--- src/rtl/sale_pkg.sv ---
// Shared encodings for the sale terminal: FSM states, direction codes and button vector layout.
package sale_pkg;

  typedef enum logic [2:0] {
    ST_IDLE     = 3'd0,
    ST_PAY      = 3'd1,
    ST_DISPENSE = 3'd2,
    ST_CHANGE   = 3'd3,
    ST_REFUND   = 3'd4
  } state_e;

  localparam logic [1:0] DIR_LEFT  = 2'b00;
  localparam logic [1:0] DIR_UP    = 2'b01;
  localparam logic [1:0] DIR_DOWN  = 2'b10;
  localparam logic [1:0] DIR_RIGHT = 2'b11;

  localparam int NUM_PROD_DEF = 12;

  // Bit positions inside the 6-bit debounced button vector.
  localparam int BTN_IDX_R      = 0;
  localparam int BTN_IDX_D      = 1;
  localparam int BTN_IDX_U      = 2;
  localparam int BTN_IDX_L      = 3;
  localparam int BTN_IDX_BUY    = 4;
  localparam int BTN_IDX_CANCEL = 5;
  localparam int BTN_NUM        = 6;

endpackage

--- src/rtl/btn_edge_detect.sv ---
// Registered rising-edge detector; history is loaded with the live levels during reset so that
// buttons already held when reset releases never produce a pulse.
module btn_edge_detect #(
  parameter int W = 6
) (
  input  logic         CLOCK,
  input  logic         RESET_N,
  input  logic [W-1:0] btn_i,
  output logic [W-1:0] pulse_o
);

  logic [W-1:0] prev_q;
  logic [W-1:0] pulse_q;

  always_ff @(posedge CLOCK) begin
    if (!RESET_N) begin
      prev_q  <= btn_i;
      pulse_q <= '0;
    end else begin
      prev_q  <= btn_i;
      pulse_q <= btn_i & ~prev_q;
    end
  end

  assign pulse_o = pulse_q;

endmodule

--- src/rtl/sale_sequencer.sv ---
// Sale terminal transaction controller: button arbitration, navigation gating and the
// buy/pay/dispense/change/refund flow with credit accounting and PAY inactivity timeout.
//
// state    | meaning
// IDLE     | browsing; navigation, coins, BUY and CANCEL accepted
// PAY      | product latched, waiting for enough credit; timeout refunds
// DISPENSE | one cycle, DISPENSE strobe with latched ID
// CHANGE   | one cycle, change strobe if credit exceeds price; credit cleared
// REFUND   | one cycle, full credit returned; credit cleared
module sale_sequencer
  import sale_pkg::*;
#(
  parameter int CREDIT_W    = 8,
  parameter int TIMEOUT_CYC = 50_000_000,
  parameter int NUM_PROD    = NUM_PROD_DEF
) (
  input  logic                CLOCK,
  input  logic                RESET_N,
  input  logic                BTN_L,
  input  logic                BTN_U,
  input  logic                BTN_D,
  input  logic                BTN_R,
  input  logic                BTN_BUY,
  input  logic                BTN_CANCEL,
  input  logic                COIN_VALID,
  input  logic [CREDIT_W-1:0] COIN_VALUE,
  input  logic [3:0]          PRODUCT_ID,
  input  logic [CREDIT_W-1:0] PRICE,
  input  logic                STOCK_OK,
  output logic [1:0]          DIR_OUT,
  output logic                NAV_EN,
  output logic                DISPENSE,
  output logic [3:0]          DISPENSE_ID,
  output logic                CHANGE_VALID,
  output logic [CREDIT_W-1:0] CHANGE_AMT,
  output logic                COIN_REJECT,
  output logic                NO_STOCK,
  output logic [CREDIT_W-1:0] CREDIT,
  output logic [2:0]          STATE_OUT
);

  localparam int TMO_W = (TIMEOUT_CYC > 2) ? $clog2(TIMEOUT_CYC) : 1;
  localparam logic [TMO_W-1:0] TMO_LAST = TMO_W'(TIMEOUT_CYC - 1);
  localparam logic [4:0] NUM_PROD_L = 5'(NUM_PROD);

  logic [BTN_NUM-1:0] btn_lvl, btn_p;

  assign btn_lvl = {BTN_CANCEL, BTN_BUY, BTN_L, BTN_U, BTN_D, BTN_R};

  btn_edge_detect #(.W(BTN_NUM)) u_btn_edge (
    .CLOCK   (CLOCK),
    .RESET_N (RESET_N),
    .btn_i   (btn_lvl),
    .pulse_o (btn_p)
  );

  state_e              state_q, state_d;
  logic [CREDIT_W-1:0] credit_q, credit_d;
  logic [CREDIT_W-1:0] price_q, price_d;
  logic [3:0]          id_q, id_d;
  logic [TMO_W-1:0]    tmo_q, tmo_d;
  logic [1:0]          dir_q, dir_d;
  logic                nav_en_q, nav_en_d;
  logic                disp_q, disp_d;
  logic [3:0]          disp_id_q, disp_id_d;
  logic                chg_valid_q, chg_valid_d;
  logic [CREDIT_W-1:0] chg_amt_q, chg_amt_d;
  logic                reject_q, reject_d;
  logic                nostock_q, nostock_d;

  logic                dir_p;
  logic [1:0]          dir_code;
  logic [CREDIT_W:0]   coin_sum;
  logic                coin_ok;
  logic                stock_avail;
  logic [CREDIT_W-1:0] change_calc;

  always_comb begin
    dir_p    = btn_p[BTN_IDX_L] | btn_p[BTN_IDX_U] | btn_p[BTN_IDX_D] | btn_p[BTN_IDX_R];
    dir_code = DIR_RIGHT;
    if (btn_p[BTN_IDX_L])      dir_code = DIR_LEFT;
    else if (btn_p[BTN_IDX_U]) dir_code = DIR_UP;
    else if (btn_p[BTN_IDX_D]) dir_code = DIR_DOWN;
  end

  // IDs outside the product range are treated as unavailable.
  assign stock_avail = STOCK_OK && ({1'b0, PRODUCT_ID} < NUM_PROD_L);

  always_comb begin
    state_d     = state_q;
    credit_d    = credit_q;
    price_d     = price_q;
    id_d        = id_q;
    tmo_d       = tmo_q;
    dir_d       = dir_q;
    nav_en_d    = 1'b0;
    disp_d      = 1'b0;
    disp_id_d   = '0;
    chg_valid_d = 1'b0;
    chg_amt_d   = '0;
    reject_d    = 1'b0;
    nostock_d   = 1'b0;
    coin_ok     = 1'b0;
    change_calc = '0;
    coin_sum    = {1'b0, credit_q} + {1'b0, COIN_VALUE};

    if (COIN_VALID) begin
      if ((state_q == ST_IDLE || state_q == ST_PAY) && !coin_sum[CREDIT_W]) begin
        credit_d = coin_sum[CREDIT_W-1:0];
        coin_ok  = 1'b1;
      end else begin
        reject_d = 1'b1;
      end
    end

    unique case (state_q)
      ST_IDLE: begin
        if (btn_p[BTN_IDX_CANCEL]) begin
          if (credit_q != '0) state_d = ST_REFUND;
        end else if (btn_p[BTN_IDX_BUY]) begin
          if (!stock_avail) begin
            nostock_d = 1'b1;
          end else begin
            id_d    = PRODUCT_ID;
            price_d = PRICE;
            tmo_d   = '0;
            // Sufficiency uses pre-coin credit; a same-cycle coin completes PAY next cycle.
            state_d = (credit_q >= PRICE) ? ST_DISPENSE : ST_PAY;
          end
        end else if (dir_p) begin
          nav_en_d = 1'b1;
          dir_d    = dir_code;
        end
      end
      ST_PAY: begin
        if (credit_q >= price_q)                 state_d = ST_DISPENSE;
        else if (btn_p[BTN_IDX_CANCEL])          state_d = ST_REFUND;
        else if (coin_ok)                        tmo_d   = '0;
        else if (tmo_q == TMO_LAST)              state_d = ST_REFUND;
        else                                     tmo_d   = tmo_q + TMO_W'(1);
      end
      ST_DISPENSE: state_d = ST_CHANGE;
      ST_CHANGE: begin
        credit_d = '0;
        state_d  = ST_IDLE;
      end
      ST_REFUND: begin
        credit_d = '0;
        state_d  = ST_IDLE;
      end
      default: state_d = ST_IDLE;
    endcase

    // Strobes are keyed to the state being entered so they coincide with STATE_OUT.
    if (state_d == ST_DISPENSE) begin
      disp_d    = 1'b1;
      disp_id_d = id_d;
    end
    if (state_d == ST_CHANGE) begin
      change_calc = credit_d - price_d;
      chg_amt_d   = change_calc;
      chg_valid_d = (change_calc != '0);
    end
    if (state_d == ST_REFUND) begin
      chg_amt_d   = credit_d;
      chg_valid_d = 1'b1;
    end
  end

  always_ff @(posedge CLOCK) begin
    if (!RESET_N) begin
      state_q     <= ST_IDLE;
      credit_q    <= '0;
      price_q     <= '0;
      id_q        <= '0;
      tmo_q       <= '0;
      dir_q       <= '0;
      nav_en_q    <= 1'b0;
      disp_q      <= 1'b0;
      disp_id_q   <= '0;
      chg_valid_q <= 1'b0;
      chg_amt_q   <= '0;
      reject_q    <= 1'b0;
      nostock_q   <= 1'b0;
    end else begin
      state_q     <= state_d;
      credit_q    <= credit_d;
      price_q     <= price_d;
      id_q        <= id_d;
      tmo_q       <= tmo_d;
      dir_q       <= dir_d;
      nav_en_q    <= nav_en_d;
      disp_q      <= disp_d;
      disp_id_q   <= disp_id_d;
      chg_valid_q <= chg_valid_d;
      chg_amt_q   <= chg_amt_d;
      reject_q    <= reject_d;
      nostock_q   <= nostock_d;
    end
  end

  assign DIR_OUT      = dir_q;
  assign NAV_EN       = nav_en_q;
  assign DISPENSE     = disp_q;
  assign DISPENSE_ID  = disp_id_q;
  assign CHANGE_VALID = chg_valid_q;
  assign CHANGE_AMT   = chg_amt_q;
  assign COIN_REJECT  = reject_q;
  assign NO_STOCK     = nostock_q;
  assign CREDIT       = credit_q;
  assign STATE_OUT    = state_q;

endmodule

--- config.mk ---
export PLATFORM = sky130hd
export DESIGN_NAME = sale_sequencer
export DESIGN_NICKNAME = d
export VERILOG_FILES = /design/src/rtl/sale_pkg.sv /design/src/rtl/btn_edge_detect.sv /design/src/rtl/sale_sequencer.sv
export SDC_FILE = /design/constraint.sdc
export NUM_CORES = 1
export LEC_CHECK = 0
export ABC_AREA = 1
export CAP_MARGIN = 20
export CORE_MARGIN = 3
export CORE_UTILIZATION = 30
export DETAILED_ROUTE_END_ITERATION = 8
export SYNTH_ARGS = -nofsm -noshare
export SYNTH_HDL_FRONTEND = slang
export SYNTH_HIERARCHICAL = 1
export SYNTH_SLANG_ARGS = --single-unit
--- constraint.sdc ---
create_clock -name CLOCK -period 9.5 [get_ports CLOCK]
set_clock_uncertainty 0.1 [all_clocks]
set_input_delay 1.9 -clock CLOCK [delete_from_list [all_inputs] [get_ports CLOCK]]
set_output_delay 1.9 -clock CLOCK [all_outputs]
set_load 0.02 [all_outputs]
==> results of run 1 <==
[layout make-up]
cell class | instances | share of cell area
Clock buffer | 10 | 0.0385
Multi-Input combinational cell | 563 | 0.493
Timing Repair Buffer | 61 | 0.0976
Sequential cell | 80 | 0.258
Clock inverter | 6 | 0.0117
Inverter | 93 | 0.0563
Tap cell | 220 | 0.0444
[per-stage QoR]
step                      utilization  worst slack (ns)  instances
after CTS                       0.373              4.06       1033
after global routing            0.373              3.72       1033
after global placement          0.354              3.75       1017
final                           0.373              4.04       1033
after floorplan                     -              4.73        754
after detailed placement        0.354              3.71       1017
[synthesized netlist by cell type (5+ instances only)]
library cell	count
a21oi_1	32
nor2_1	93
xor2_1	6
o21ai_0	17
xnor2_1	6
clkbuf_1	7
buf_2	6
nor3_1	18
nand2_2	12
ha_1	33
inv_2	5
o21ai_1	7
inv_1	87
nand3_1	83
a21oi_2	18
nand4_1	17
or2_2	6
nand2_1	178
dfxtp_1	80
[path summary, 6_finish.rpt]
kind,start,endpoint
worst max register to register,CREDIT[0]$_SDFF_PN0_,CHANGE_VALID$_SDFF_PN0_
worst min register to register,u_btn_edge/prev_q[1]$_DFF_P_,u_btn_edge/pulse_o[1]$_SDFF_PN0_
worst min-delay path,u_btn_edge/prev_q[1]$_DFF_P_,u_btn_edge/pulse_o[1]$_SDFF_PN0_
worst max-delay path,COIN_VALUE[0],CHANGE_VALID$_SDFF_PN0_
[cell families after synthesis]
logic type | Yosys count | synth area share
DFF | 80 | 0.313
xor gates and xnor gates | 12 | 0.0205
buffers and inverters | 111 | 0.0901
and+or+nand+nor | 428 | 0.377
muxes | 4 | 0.00782
adders and majority gates | 35 | 0.0884
AOI/OAI and AO/OA | 84 | 0.104
[metal layers]
layer,up-vias,part of all wire,track usage
met5,-,0,0
met4,0,0.020,0.0571
li1,2570,-,-
met1,2115,0.50,0.215
met3,17,0.051,0.0353
met2,107,0.43,0.232
[power by group]
group,total [mW],internal [mW],switching [mW]
sequential,0.379,0.355,0.0247
combinational,0.405,0.156,0.248
clock,0.366,0.214,0.152
[sequential cells by signal (all words and copies together), names as in the netlist, 4 cells and up]
| name | flops |
|---|---|
| CHANGE_AMT | 8 |
| CREDIT | 8 |
| DISPENSE_ID | 4 |
| id_q | 4 |
| price_q | 8 |
| tmo_q | 26 |
| u_btn_edge/prev_q | 6 |
| u_btn_edge/pulse_o | 6 |
==> reports/qor.txt, run 1 <==
Post-CTS Setup Bufs -> 0
wire per inst -> 13.2 um
GRT Overall Usage -> 0.154
top_reg_cell synth -> dfxtp_1
Buf/Inv on CP -> 5
Antenna diodes -> 0
IO Port Bufs -> 59
vias in the first global route -> 4453
worst reg-to-reg setup slack -> 5.61 ns
area grow syn2layout -> 21.1%
fillers -> 1761
fmax -> 183 MHz
Initial Utilization -> 0.308
Max FO, Critical Path -> 25
Synth Register Bits -> 80
Yosys top cell by area -> dfxtp_1
Max Cap Viol -> 0
CP Depth -> 24
most used cell, CP -> nand2_1
core area -> 0.0166 mm^2
most common cell after layout, fill and taps aside -> nand2_1
Critical Path RT -> 9.64 ns
crit path time final -> 5.46 ns
Reg area -> 0.00160 mm^2
global-route wire length before repair -> 22600 um
DRT Pass-1 Iters -> 5
CP top delay family -> simple AND/OR/NAND/NOR gates
dpl hpwl -> 10300 um
crit-path max cell delay -> 0.50 ns
sequential area share after synthesis -> 0.313
WHS -> 0.282 ns
post_cts resized -> 0
Final Instance Area -> 0.00620 mm^2
remaining global-route overflow -> 0
share of layout cells above drive strength 1 -> 0.0923
ys async rst share -> 0
initial antenna violation count -> 0
CP Launch Type -> input port
RePlAce Congestion -> 0.920
Slew Viols, Final -> 0
Worst slew margin -> 0.338
via/cell ratio -> 4.66
Core Rows -> 47
crit path cell chain -> clkdlybuf4s50_1 > ha_1 > inv_1 > fa_1 > inv_1 > nand2_1 > nand2_1 > nand3_1 > nand3_4 > inv_2 > or2_2 > nand3_1 > inv_1 > ha_1 > a21oi_1 > or2_2 > nand3_1 > nand2_1 > nand2_1 > nand3_1 > nand2_1 > nand3_1 > nand2_1 > nand2_1
DR DRC count -> 0
Post-Syn Area per Cell -> 6.79 um^2
CTS root buf -> clkbuf_16
post-route clock period utilization -> 0.575
Hold Path Cell Cnt -> 1
post-synthesis cell type count -> 43
Antenna Nets Post-Route -> 0
status -> finished clean
Worst Reg-to-Reg Cells -> 23
min-delay worst type -> reg2reg
Final Power -> 1.15 mW
leak pwr -> 2.53 nW
Crit Path Class -> in2reg
fin nets -> 873
pin count of the biggest net entering global routing -> 34
Clock Pin Slew Worst Setup and Hold Paths -> 0.06 ns
num ports -> 60
die area -> 0.0187 mm^2
Placed Area -> 0.00589 mm^2
Die Y-Extent -> 137 um
setup TNS -> 0 ns
CTS tree -> done
initial drt markers -> 307
CTS Hold Buffers Added -> 0
pwr dens -> 185 mW/mm^2
clk sinks -> 80
commonest non-fill, non-tap cells in the layout -> 178 x nand2_1, 93 x nor2_1, 86 x inv_1
mapped cell area -> 0.00512 mm^2
Final Hold Fails -> 0
Final setup viols -> 0
RSZ-0062 raised after global routing -> false
via count -> 4809
worst vdd ir -> 0.000131 V
element type at the critical path end -> register
CTS buffer count -> 9
Mapped Nets -> 819
multi-input logic area -> 0.00306 mm^2
CTS max path bufs -> 2
die width -> 137 um
final wirelength -> 13700 um
Post-Synthesis Cells -> 754
Worst-Margin Slew -> 0.990 ns
CTS H-tree depth -> 3
count of flip-flops with a built-in enable after synthesis -> 0
share of the synthesized area in the top cell type -> 0.313
warning count from the yosys run -> 6
slowest stage cell, crit path -> clkdlybuf4s50_1
worst skew pair latency -> 0.35 ns
top cells by area, synth -> dfxtp_1 31%, nand2_1 13%, nand3_1 8.1%
crit path DAT -> 5.60 ns
No activity file was read; power rests on OpenSTA's default activity.
==> inputs of run 2 (changes only) <==
- clock period: 9.5 -> 5 ns (I/O delays scaled with it)
==> reports/qor.txt, run 2 (same netlist as run 1, synthesis figures left out) <==
CTS H-tree depth -> 3 (unchanged)
fmax -> 233 MHz
pin count of the biggest net entering global routing -> 50 (was 34)
Worst Reg-to-Reg Cells -> 22 (was 23)
initial drt markers -> 331 (was 307)
element type at the critical path end -> register (unchanged)
DRT Pass-1 Iters -> 5 (unchanged)
Initial Utilization -> 0.308 (unchanged)
Crit Path Class -> in2reg (unchanged)
Clock Pin Slew Worst Setup and Hold Paths -> 0.06 ns (about the same)
crit path DAT -> 4.43 ns (was 5.60 ns)
area grow syn2layout -> 21.4% (was 21.1%)
via count -> 4861 (was 4809)
most used cell, CP -> nand2_1 (unchanged)
number of placed instances with taps included -> 1020 (was 1017)
slowest stage cell, crit path -> clkdlybuf4s50_1 (unchanged)
Cell Int Power -> 1.38 mW (was 0.725 mW)
worst skew pair latency -> 0.35 ns (about the same)
RePlAce Congestion -> 0.862 (was 0.920)
Sw Share -> 0.368 (was 0.369)
Antenna diodes -> 0 (unchanged)
Final WS setup -> 0.709 ns (was 4.04 ns)
leak pwr -> 2.54 nW (was 2.53 nW)
final wirelength -> 14000 um (was 13700 um)
CTS tree -> done (unchanged)
CTS root buf -> clkbuf_16 (unchanged)
pwr dens -> 351 mW/mm^2 (was 185 mW/mm^2)
vias in the first global route -> 4652 (was 4453)
worst r2r dst -> CHANGE_VALID$_SDFF_PN0_ (unchanged)
CP Launch Type -> input port (unchanged)
Max Cap Viol -> 0 (unchanged)
CTS buffer count -> 9 (unchanged)
setup TNS -> 0 ns (unchanged)
GRT Overall Usage -> 0.159 (was 0.154)
Biggest register -> tmo_q (unchanged)
sequential share of power -> 0.330 (about the same)
worst reg-to-reg setup slack -> 1.38 ns (was 5.61 ns)
CTS max path bufs -> 2 (unchanged)
dpl hpwl -> 10600 um (was 10300 um)
Largest register FFs -> 26 (unchanged)
pre-CTS setup slack -> 0.361 ns (was 3.71 ns)
Buf/Inv on CP -> 5 (unchanged)
commonest non-fill, non-tap cells in the layout -> 178 x nand2_1, 93 x nor2_1, 86 x inv_1 (unchanged)
Die Y-Extent -> 137 um (unchanged)
CTS Hold Buffers Added -> 0 (unchanged)
wire per inst -> 13.6 um (was 13.2 um)
DR DRC count -> 0 (unchanged)
Worst slew margin -> 0.531 (was 0.338)
fillers -> 1763 (was 1761)
initial antenna violation count -> 0 (unchanged)
post_cts resized -> 0 (unchanged)
global-route wire length before repair -> 23500 um (was 22600 um)
remaining global-route overflow -> 0 (unchanged)
worst vdd ir -> 0.000239 V (was 0.000131 V)
Final Hold Fails -> 0 (unchanged)
fin nets -> 876 (was 873)
crit path time final -> 4.29 ns
post-route clock period utilization -> 0.858
CP top delay family -> simple AND/OR/NAND/NOR gates (unchanged)
Slew Viols, Final -> 0 (unchanged)
crit path cell chain -> clkdlybuf4s50_1 > ha_1 > inv_1 > fa_1 > inv_1 > nand2_1 > nand2_1 > nand3_1 > nand3_4 > inv_2 > or2_2 > nand3_1 > inv_1 > ha_1 > a21oi_1 > or2_2 > nand3_1 > nand2_1 > nand2_1 > nand3_1 > nand2_1 > nand3_1 > nand2_1 > nand2_1 (unchanged)
IO Port Bufs -> 59 (unchanged)
WHS -> 0.280 ns (was 0.282 ns)
min-delay worst type -> reg2reg (unchanged)
Antenna Nets Post-Route -> 0 (unchanged)
multi-input logic area -> 0.00306 mm^2 (unchanged)
RSZ-0062 raised after global routing -> false (unchanged)
die width -> 137 um (unchanged)
Post-CTS Setup Bufs -> 0 (unchanged)
switching power -> 0.802 mW (was 0.425 mW)
Reg2Reg Launch Point -> CREDIT[1]$_SDFF_PN0_ (was CREDIT[0]$_SDFF_PN0_)
core area -> 0.0166 mm^2 (unchanged)
via/cell ratio -> 4.69 (was 4.66)
Finished Layout Cells -> 1036 (was 1033)
CP startpoint -> COIN_VALUE[0] (unchanged)
Core Rows -> 47 (unchanged)
Final setup viols -> 0 (unchanged)
Final Power -> 2.18 mW (was 1.15 mW)
status -> finished clean (unchanged)
most common cell after layout, fill and taps aside -> nand2_1 (unchanged)
CP Depth -> 24 (unchanged)
critical path capture point -> CHANGE_VALID$_SDFF_PN0_ (unchanged)
crit-path max cell delay -> 0.48 ns (was 0.50 ns)
share of layout cells above drive strength 1 -> 0.0944 (was 0.0923)
Logic pwr share -> 0.356 (was 0.352)
Reg area -> 0.00160 mm^2 (unchanged)
clk sinks -> 80 (unchanged)
num ports -> 60 (unchanged)
die area -> 0.0187 mm^2 (unchanged)
Max FO, Critical Path -> 15 (was 25)
share of total power in the clock network -> 0.314 (was 0.318)
Worst-Margin Slew -> 0.702 ns (was 0.990 ns)
Critical Path RT -> 5.14 ns (was 9.64 ns)
run 2: changes by cell type in the layout (fill, tap and decap cells not counted):
| cell | change |
|---|---|
| buf_4 | +3 |
| clkbuf_1 | +1 |
| inv_6 | -1 |
run 2: per-stage QoR:
stage | cell area, um^2 | utilization
after floorplan | 5120 | -
after global placement | 5910 | 0.355
after detailed placement | 5910 | 0.355
after CTS | 6220 | 0.374
after global routing | 6220 | 0.374
final | 6220 | 0.374
run 2: area by class of cell:
type / count / share of cell area
Inverter: 93 / 0.0561
Sequential cell: 80 / 0.257
Clock inverter: 5 / 0.0103
Timing Repair Buffer: 64 / 0.101
Clock buffer: 11 / 0.0390
Multi-Input combinational cell: 563 / 0.492
Tap cell: 220 / 0.0443
run 2: routing by layer:
metal	up-vias	track usage	part of all wire
met5	-	0	0
met4	0	0.0672	0.022
met3	19	0.0279	0.045
met2	107	0.250	0.45
met1	2169	0.214	0.48
li1	2566	-	-
run 2: power by group through the flow:
| stage | Clock (mW) | Sequential, mW | Combinational [mW] |
|---|---|---|---|
| floorplan | 0 | 0.749 | 0.534 |
| global placement | 0 | 0.733 | 0.768 |
| detailed placement | 0 | 0.732 | 0.776 |
| CTS | 0.704 | 0.718 | 0.780 |
| global route | 0.726 | 0.724 | 0.890 |
| finish | 0.684 | 0.719 | 0.778 |
run 2: worst min-delay path by stage:
| stage | start | end | slack (ns) | depth (start not counted) |
|---|---|---|---|---|
| after floorplan | u_btn_edge/prev_q[0]$_DFF_P_ | u_btn_edge/pulse_o[0]$_SDFF_PN0_ | 0.27 | 1 |
| after global placement | u_btn_edge/prev_q[3]$_DFF_P_ | u_btn_edge/pulse_o[3]$_SDFF_PN0_ | 0.27 | 1 |
| after detailed placement | u_btn_edge/prev_q[4]$_DFF_P_ | u_btn_edge/pulse_o[4]$_SDFF_PN0_ | 0.27 | 1 |
| after CTS | u_btn_edge/prev_q[3]$_DFF_P_ | u_btn_edge/pulse_o[3]$_SDFF_PN0_ | 0.28 | 1 |
| after global routing | u_btn_edge/prev_q[3]$_DFF_P_ | u_btn_edge/pulse_o[3]$_SDFF_PN0_ | 0.30 | 1 |
| final | u_btn_edge/prev_q[3]$_DFF_P_ | u_btn_edge/pulse_o[3]$_SDFF_PN0_ | 0.28 | 1 |
run 2: worst register-to-register path: stages (launching register included):
cell and delay, ns:
dfxtp_1 0.51, inv_1 0.14, fa_1 0.43, inv_1 0.07, nand2_1 0.06, nand2_1 0.07
nand3_1 0.13, nand3_4 0.15, inv_2 0.13, or2_2 0.29, nand3_1 0.09, inv_1 0.05
ha_1 0.39, a21oi_1 0.12, or2_2 0.30, nand3_1 0.07, nand2_1 0.07, nand2_1 0.06
nand3_1 0.07, nand2_1 0.06, nand3_1 0.05, nand2_1 0.06, nand2_1 0.05
==> inputs of run 3 (changes only) <==
- SKIP_CTS_REPAIR_TIMING: not set -> 1
- clock period: 5 -> 5.38 ns (I/O delays scaled with it)
==> reports/qor.txt, run 3 (same netlist as run 1, synthesis figures left out) <==
DRT Pass-1 Iters -> 5 (unchanged)
Initial Utilization -> 0.308 (unchanged)
die area -> 0.0187 mm^2 (unchanged)
Critical Path RT -> 5.53 ns (was 5.14 ns)
CTS tree -> done (unchanged)
die width -> 137 um (unchanged)
element type at the critical path end -> register (unchanged)
Worst slew margin -> 0.556 (was 0.531)
Reg area -> 0.00160 mm^2 (unchanged)
min-delay worst type -> reg2reg (unchanged)
Crit Path Class -> in2reg (unchanged)
RePlAce Congestion -> 0.853 (was 0.862)
setup TNS -> 0 ns (unchanged)
vias in the first global route -> 4542 (was 4652)
crit path DAT -> 4.52 ns (was 4.43 ns)
pwr dens -> 318 mW/mm^2 (was 351 mW/mm^2)
CTS max path bufs -> 2 (unchanged)
Max FO, Critical Path -> 15 (unchanged)
initial drt markers -> 271 (was 331)
via/cell ratio -> 4.63 (was 4.69)
Antenna diodes -> 0 (unchanged)
Finished Layout Cells -> 1036 (unchanged)
share of layout cells above drive strength 1 -> 0.0944 (unchanged)
fin nets -> 876 (unchanged)
final wirelength -> 13700 um (was 14000 um)
IO Port Bufs -> 59 (unchanged)
Max Cap Viol -> 0 (unchanged)
via count -> 4792 (was 4861)
Worst-Margin Slew -> 0.664 ns (was 0.702 ns)
Die Y-Extent -> 137 um (unchanged)
Hold Path Cell Cnt -> 1 (unchanged)
CTS root buf -> clkbuf_16 (unchanged)
commonest non-fill, non-tap cells in the layout -> 178 x nand2_1, 93 x nor2_1, 86 x inv_1 (unchanged)
Largest register FFs -> 26 (unchanged)
core area -> 0.0166 mm^2 (unchanged)
RSZ-0062 raised after global routing -> false (unchanged)
worst vdd ir -> 0.000226 V (was 0.000239 V)
Reg2Reg Launch Point -> CREDIT[0]$_SDFF_PN0_ (was CREDIT[1]$_SDFF_PN0_)
Slew Viols, Final -> 0 (unchanged)
min-delay src -> u_btn_edge/prev_q[1]$_DFF_P_ (was u_btn_edge/prev_q[3]$_DFF_P_)
GRT Overall Usage -> 0.153 (was 0.159)
pin count of the biggest net entering global routing -> 28 (was 50)
most common cell after layout, fill and taps aside -> nand2_1 (unchanged)
CTS H-tree depth -> 3 (unchanged)
area grow syn2layout -> 20.8% (was 21.4%)
CTS buffer count -> 9 (unchanged)
Worst Reg-to-Reg Cells -> 23 (was 22)
Final setup viols -> 0 (unchanged)
worst reg-to-reg setup slack -> 1.78 ns (was 1.38 ns)
worst r2r dst -> CHANGE_VALID$_SDFF_PN0_ (unchanged)
post-route clock period utilization -> 0.813
CP Launch Type -> input port (unchanged)
fmax -> 228 MHz
dpl hpwl -> 10400 um (was 10600 um)
num ports -> 60 (unchanged)
wire per inst -> 13.2 um (was 13.6 um)
CP startpoint -> COIN_VALUE[0] (unchanged)
leak pwr -> 2.52 nW (was 2.54 nW)
number of placed instances with taps included -> 1020 (unchanged)
status -> finished clean (unchanged)
Hold EP -> u_btn_edge/pulse_o[1]$_SDFF_PN0_ (was u_btn_edge/pulse_o[3]$_SDFF_PN0_)
initial antenna violation count -> 0 (unchanged)
worst skew pair latency -> 0.35 ns (about the same)
global-route wire length before repair -> 22800 um (was 23500 um)
multi-input logic area -> 0.00306 mm^2 (unchanged)
Clock Pin Slew Worst Setup and Hold Paths -> 0.07 ns (was 0.06 ns)
clk sinks -> 80 (unchanged)
Antenna Nets Post-Route -> 0 (unchanged)
fillers -> 1785 (was 1763)
Biggest register -> tmo_q (unchanged)
remaining global-route overflow -> 0 (unchanged)
crit path time final -> 4.38 ns
Core Rows -> 47 (unchanged)
Final Hold Fails -> 0 (unchanged)
DR DRC count -> 0 (unchanged)
## run 3: cell count changes in the layout (fill, tap and decap cells not counted), sizes merged
cell      before  now
clkinvlp       1    3
inv           94   93
clkinv         2    3
bufinv         1    0
clkbuf        11   10
## run 3: area by class of cell
cell class,instances,area share
Tap cell,220,0.0445
Inverter,93,0.0564
Clock buffer,10,0.0370
Multi-Input combinational cell,563,0.494
Sequential cell,80,0.259
Timing Repair Buffer,64,0.102
Clock inverter,6,0.00728
## run 3: per-stage QoR
step / hold slack (ns) / cell area, um^2 / total power, mW / setup WS (ns) / utilization
after floorplan: 0.266 / 5120 / 1.19 / 1.44 / -
after CTS: 0.282 / 6190 / 1.98 / 1.05 / 0.372
after detailed placement: 0.272 / 5910 / 1.39 / 0.681 / 0.355
final: 0.278 / 6190 / 1.97 / 1.00 / 0.372
after global placement: 0.269 / 5910 / 1.39 / 0.749 / 0.355
after global routing: 0.289 / 6190 / 2.10 / 0.686 / 0.372
## run 3: report_power, final
part | leakage, nW | internal, mW | switching [mW]
logic | 1.74 | 0.278 | 0.440
registers | 0.651 | 0.626 | 0.0445
clock network | 0.125 | 0.314 | 0.266
## run 3: worst max-delay path by stage
stage	cells after the start	end
floorplan	23	CHANGE_VALID$_SDFF_PN0_
global placement	24	CHANGE_VALID$_SDFF_PN0_
detailed placement	24	CHANGE_VALID$_SDFF_PN0_
CTS	24	CHANGE_VALID$_SDFF_PN0_
global route	24	CHANGE_VALID$_SDFF_PN0_
finish	24	CHANGE_VALID$_SDFF_PN0_
## run 3: critical path, cell delays in order
cell and delay (ns):
clkdlybuf4s50_1 0.49, ha_1 0.18, inv_1 0.05, fa_1 0.38, inv_1 0.07, nand2_1 0.06
nand2_1 0.07, nand3_1 0.13, nand3_4 0.15, inv_2 0.13, or2_2 0.30, nand3_1 0.10
inv_1 0.05, ha_1 0.37, a21oi_1 0.11, or2_2 0.30, nand3_1 0.08, nand2_1 0.07
nand2_1 0.06, nand3_1 0.07, nand2_1 0.06, nand3_1 0.06, nand2_1 0.06, nand2_1 0.05
## run 3: per-layer routing
metal / GRT usage / up-vias / wire (um)
met3: 0.0298 / 19 / 494
met1: 0.210 / 2123 / 7020
met5: 0 / - / 0
met4: 0.0554 / 0 / 248
li1: - / 2566 / -
met2: 0.238 / 84 / 5930
